**src/rtl/thermal_overheat_detector.sv**
```systemverilog
// Thermal overheat detector: turns a raw sampled CPU temperature stream into a
// debounced, hysteretic overheat flag with a sensor-fault fail-safe.
//
// Ports:
//   clk            - rising-edge clock
//   rst_n          - asynchronous active-low reset
//   temp_valid     - temp carries a new sample this cycle
//   temp           - unsigned temperature sample
//   sensor_fault   - sensor reports invalid data (level)
//   cpu_overheated - registered overheat flag (HOT, COOLING, FAULT)
//   peak_temp      - registered max valid sample since last entry to COOL
//   overheat_state - registered FSM state for debug
module thermal_overheat_detector #(
  parameter int unsigned TEMP_W     = 8,
  parameter int unsigned HI_THRESH  = 90,
  parameter int unsigned LO_THRESH  = 75,
  parameter int unsigned ASSERT_CNT = 4,
  parameter int unsigned CLEAR_CNT  = 8,
  parameter int unsigned CNT_W      = 4
) (
  input  logic              clk,
  input  logic              rst_n,
  input  logic              temp_valid,
  input  logic [TEMP_W-1:0] temp,
  input  logic              sensor_fault,
  output logic              cpu_overheated,
  output logic [TEMP_W-1:0] peak_temp,
  output logic [2:0]        overheat_state
);

  typedef enum logic [2:0] {
    ST_COOL    = 3'd0,
    ST_HEATING = 3'd1,
    ST_HOT     = 3'd2,
    ST_COOLING = 3'd3,
    ST_FAULT   = 3'd4
  } state_t;

  state_t             state_q, state_d;
  logic [CNT_W-1:0]   cnt_q, cnt_d;
  logic [TEMP_W-1:0]  peak_d;
  logic               flag_d;
  logic               is_hot, is_cool;
  logic               peak_upd, peak_clr;
  logic [CNT_W-1:0]   cnt_inc;

  assign is_hot  = temp >= TEMP_W'(HI_THRESH);
  assign is_cool = temp <= TEMP_W'(LO_THRESH);
  assign cnt_inc = cnt_q + CNT_W'(1);

  // Next-state, run counter and peak-tracking control
  always_comb begin
    state_d  = state_q;
    cnt_d    = cnt_q;
    peak_upd = 1'b0;
    peak_clr = 1'b0;

    if (sensor_fault) begin
      // Fault overrides any temperature transition in the same cycle
      state_d = ST_FAULT;
      cnt_d   = '0;
    end else begin
      case (state_q)
        ST_COOL: begin
          if (temp_valid) begin
            peak_upd = 1'b1;
            if (is_hot) begin
              if (ASSERT_CNT == 1) begin
                state_d = ST_HOT;
                cnt_d   = '0;
              end else begin
                state_d = ST_HEATING;
                cnt_d   = CNT_W'(1);
              end
            end
          end
        end
        ST_HEATING: begin
          if (temp_valid) begin
            peak_upd = 1'b1;
            if (is_hot) begin
              if (cnt_inc == CNT_W'(ASSERT_CNT)) begin
                state_d = ST_HOT;
                cnt_d   = '0;
              end else begin
                cnt_d = cnt_inc;
              end
            end else begin
              state_d = ST_COOL;
              cnt_d   = '0;
            end
          end
        end
        ST_HOT: begin
          if (temp_valid) begin
            if (is_cool) begin
              if (CLEAR_CNT == 1) begin
                // Immediate deassert behaves like finishing the cool-down
                state_d  = ST_COOL;
                cnt_d    = '0;
                peak_clr = 1'b1;
              end else begin
                state_d  = ST_COOLING;
                cnt_d    = CNT_W'(1);
                peak_upd = 1'b1;
              end
            end else begin
              peak_upd = 1'b1;
            end
          end
        end
        ST_COOLING: begin
          if (temp_valid) begin
            if (is_cool) begin
              if (cnt_inc == CNT_W'(CLEAR_CNT)) begin
                state_d  = ST_COOL;
                cnt_d    = '0;
                peak_clr = 1'b1;
              end else begin
                cnt_d    = cnt_inc;
                peak_upd = 1'b1;
              end
            end else begin
              state_d  = ST_HOT;
              cnt_d    = '0;
              peak_upd = 1'b1;
            end
          end
        end
        ST_FAULT: begin
          // Recovery always goes through the full cool-down
          state_d = ST_HOT;
          cnt_d   = '0;
        end
        default: begin
          state_d = ST_COOL;
          cnt_d   = '0;
        end
      endcase
    end
  end

  // Peak tracker and flag derived from the next state
  always_comb begin
    peak_d = peak_temp;
    if (peak_clr) begin
      peak_d = '0;
    end else if (peak_upd && (temp > peak_temp)) begin
      peak_d = temp;
    end
    flag_d = (state_d == ST_HOT) || (state_d == ST_COOLING) || (state_d == ST_FAULT);
  end

  // State, counter and output registers
  always_ff @(posedge clk or negedge rst_n) begin
    if (!rst_n) begin
      state_q        <= ST_COOL;
      cnt_q          <= '0;
      cpu_overheated <= 1'b0;
      peak_temp      <= '0;
    end else begin
      state_q        <= state_d;
      cnt_q          <= cnt_d;
      cpu_overheated <= flag_d;
      peak_temp      <= peak_d;
    end
  end

  assign overheat_state = state_q;

endmodule
```
**config.mk**
```make
export PLATFORM = sky130hd
export DESIGN_NAME = thermal_overheat_detector
export DESIGN_NICKNAME = d
export VERILOG_FILES = /design/src/rtl/thermal_overheat_detector.sv
export SDC_FILE = /design/constraint.sdc
export NUM_CORES = 1
export LEC_CHECK = 0
export CORE_MARGIN = 4
export CORE_UTILIZATION = 45
export CTS_CLUSTER_DIAMETER = 30
export CTS_CLUSTER_SIZE = 16
export DETAILED_ROUTE_END_ITERATION = 8
export DONT_BUFFER_PORTS = 1
export SLEW_MARGIN = 20
export SYNTH_ARGS = -nofsm -noshare
export SYNTH_HDL_FRONTEND = slang
export SYNTH_SLANG_ARGS = --single-unit
```
**constraint.sdc**
```tcl
create_clock -name clk -period 2.2 [get_ports clk]
set_input_delay 0.44 -clock clk [delete_from_list [all_inputs] [get_ports clk]]
set_output_delay 0.44 -clock clk [all_outputs]
set_load 0.03 [all_outputs]
```
==> results_dict.tcl <==
set metrics [dict create \
    outcome "completed" \
    syn_inst 139 \
    die_x_um 60.9 \
    yosys_warnings 0 \
    routed_wl_mm 2.89 \
    fin_crit_sh 0.871 \
    drt-initial-drc-count 75 \
    grt_start_max_net_pins 17 \
    syn-num-nets 161 \
    cts_tree "done" \
    synth.distinct_cells 43 \
    io_pins 24 \
    viasPerCell 5.90 \
    die-area_mm2 0.00371 \
    path_class "reg2reg" \
    finalHoldViolations 0 \
    initial_core_util 0.490 \
    synth.cell_area_mm2 0.00126 \
    post-dp-hpwl_mm 2.26 \
    crit_family "compound AO/OA/AOI/OAI gates" \
    p_total_w 0.00126 \
    path_clk_slew_ns 0.11 \
    root_buffer "clkbuf_4" \
    port_buffers 0 \
    final_util 0.545 \
    drc 0 \
    period_needed_ns 1.92 \
    slowest_delay_ns 0.57 \
    use_met3 0.0404 \
    grt_pass1_wl_mm 4.90 \
    worstMarginPinSlew_ns 0.790 \
    syn_area_per_cell_um2 9.06 \
    critPathMaxFanout 8 \
    place_congestion 0.811 \
    area_growth_pct 11.2 \
    fin_worst_skew_ns 0.00544 \
    peakVddDrop_mv 0.799 \
    vias 1068 \
    wl_per_cell_um 16.0 \
    maxSlewHeadroom 0.472 \
    fp.dieH_um 60.9 \
    maxSlewViolCount 0 \
    worstHoldPathType "in2reg" \
    synth.largest_area_cell "dfrtp_1" \
    cp-end-kind "flip-flop" \
    power_density_mw_per_mm2 902 \
    clock_sinks 16 \
    clock.fmax_mhz 522 \
    synth_top_area_share 0.318 \
    required_ns 2.43 \
    crit_chain "ha_1 -> nand2_1 -> nor3_1 -> buf_4 -> o2111ai_1 -> nand2_1 -> mux2i_1" \
    core_area_mm2 0.00257 \
    met1_usage 0.240 \
    worst_ep_arrival_time_ns 2.15 \
    numCtsBuffers 3 \
    setup_violations 0 \
    antenna_left 0 \
    rsz0062_at_grt "false" \
    cts_buffer_depth 2 \
    insertion_delay_ns 0.30 \
    antenna_found_initial 0 \
    grt_use_total 0.180 \
    post_cts.repair.setup_buffers 0 \
    slowest_stage "o2111ai_1" \
    grt_use_met2 0.285 \
    path_common_cell "nand2_1" \
    tns_ns 0 \
    layout-drive-gt1-share 0.152 \
    synth-seq-area-share 0.318 \
    worst-path-buf-inv 1 \
    grt_pass1_vias 1073 \
    worst_slack_ns 0.283 \
    grt.busiest_layer "met2" \
    worstSetupStartpointType "flip-flop" \
    place_ws_ns 0.223 \
    drt_first_pass_iters 4 \
    diodes 0 \
    leakage_nw 0.686 \
    ctsHtreeMaxLevel 1 \
    netlist_top_cells_area "dfrtp_1 32%, ha_1 9.9%, mux2i_1 6.4%" \
    finalNetCount 174 \
    num_rows 18 \
    max-cap-violations 0 \
    synth-seq-cells 16 \
    grt.overflow.total 0 \
]
==> metrics by stage <==
step / cells / hold slack [ns] / area [um^2]
after global placement: 176 / 0.145 / 1350
after floorplan: 139 / 0.144 / 1260
final: 181 / 0.153 / 1400
after global routing: 181 / 0.137 / 1400
after CTS: 181 / 0.149 / 1400
after detailed placement: 176 / 0.145 / 1350
==> worst register-to-register path: stages (launching register included) <==
cell	delay, ns
dfrtp_1	0.47
ha_1	0.27
nand2_1	0.07
nor3_1	0.04
buf_4	0.15
o2111ai_1	0.57
nand2_1	0.13
mux2i_1	0.15
==> final cells by class <==
type                    count  area [um^2]
clock buffers               4         36.3
fillers                   245         1170
inverters                  16         60.1
multi-input cells         102          766
flip-flops and latches     16          400
well taps                  30         37.5
repair buffers             13          100
==> final timing paths <==
check	from	to	slack (ns)	cells past startpoint
max	cnt_q[0]$_DFFE_PN0P_	peak_temp[3]$_DFFE_PN0P_	0.28	7
min	sensor_fault	overheat_state[2]$_DFF_PN0_	0.15	0
max reg2reg	cnt_q[0]$_DFFE_PN0P_	peak_temp[3]$_DFFE_PN0P_	0.28	7
min reg2reg	cnt_q[1]$_DFFE_PN0P_	cnt_q[1]$_DFFE_PN0P_	0.62	1
max in group asynchronous	rst_n	peak_temp[3]$_DFFE_PN0P_	1.05	1
min in group asynchronous	rst_n	peak_temp[7]$_DFFE_PN0P_	0.65	1
==> routing by layer <==
metal,share of wire,vias to the layer above
li1,-,531
met1,0.48,504
met2,0.44,29
met3,0.063,4
met4,0.015,0
met5,0,-
==> timing repair <==
action / 4_1_cts / 5_1_grt
endpoints found under the setup margin: 0 / 0
hold endpoints to repair: 16 / 0
hold buffers: 1 / 0
resized for setup: 0 / 0
==> placed cells by master, fill, tap and decap left out, drive strengths merged, types with 3 or more instances in the layout <==
cell type	count
nor3	4
a21oi	10
a211o	4
buf	12
nor2	8
o211ai	3
o21ai	3
clkbuf	4
dfrtp	16
ha	10
o21a	5
inv	16
nand2b	5
nand2	13
mux2i	8
==> sequential cells by signal (all words and copies together), names as in the netlist <==
register and count:
cpu_overheated 1, peak_temp 8, cnt_q 4, overheat_state 3
==> report_power, final <==
group	switching (W)	internal (W)	total [W]	leakage, nW
clock	0.000111	0.000101	0.000212	0.0210
sequential	0.0000667	0.000370	0.000436	0.202
combinational	0.000376	0.000238	0.000614	0.463
total	0.000553	0.000709	0.00126	0.686
==> synthesized netlist by cell type <==
cell	n
nor3_1	4
nand2_1	13
o32a_1	1
a21bo_2	1
or3b_1	1
nor4bb_1	1
nand3b_1	1
nor4b_2	1
buf_2	1
a2111oi_2	1
clkbuf_1	1
mux2i_1	8
o2111ai_1	1
a21oi_1	9
a22o_1	2
and3b_1	1
nand2b_1	5
nor4_2	1
o21ba_2	1
a31oi_1	1
nor2_1	8
a21o_1	1
clkbuf_2	1
o211ai_1	3
a211oi_1	2
nor2b_1	1
nand4bb_1	1
nand3_1	2
nand4_1	2
o21a_1	5
o21bai_1	1
inv_1	16
o22ai_1	2
a32o_1	1
o21ai_0	3
o311ai_4	1
dfrtp_1	16
a21oi_2	1
a211o_1	4
ha_1	10
buf_4	1
buf_6	1
nor3b_1	1
==> cells by family after synthesis <==
| logic type | count (synthesis) | synth area share |
|---|---|---|
| simple gates | 43 | 0.191 |
| compound gates | 41 | 0.254 |
| buf+inv | 21 | 0.0736 |
| flops | 16 | 0.318 |
| fa+ha+maj | 10 | 0.0994 |
| mux | 8 | 0.0636 |
Power figures use the tool's default switching activity.
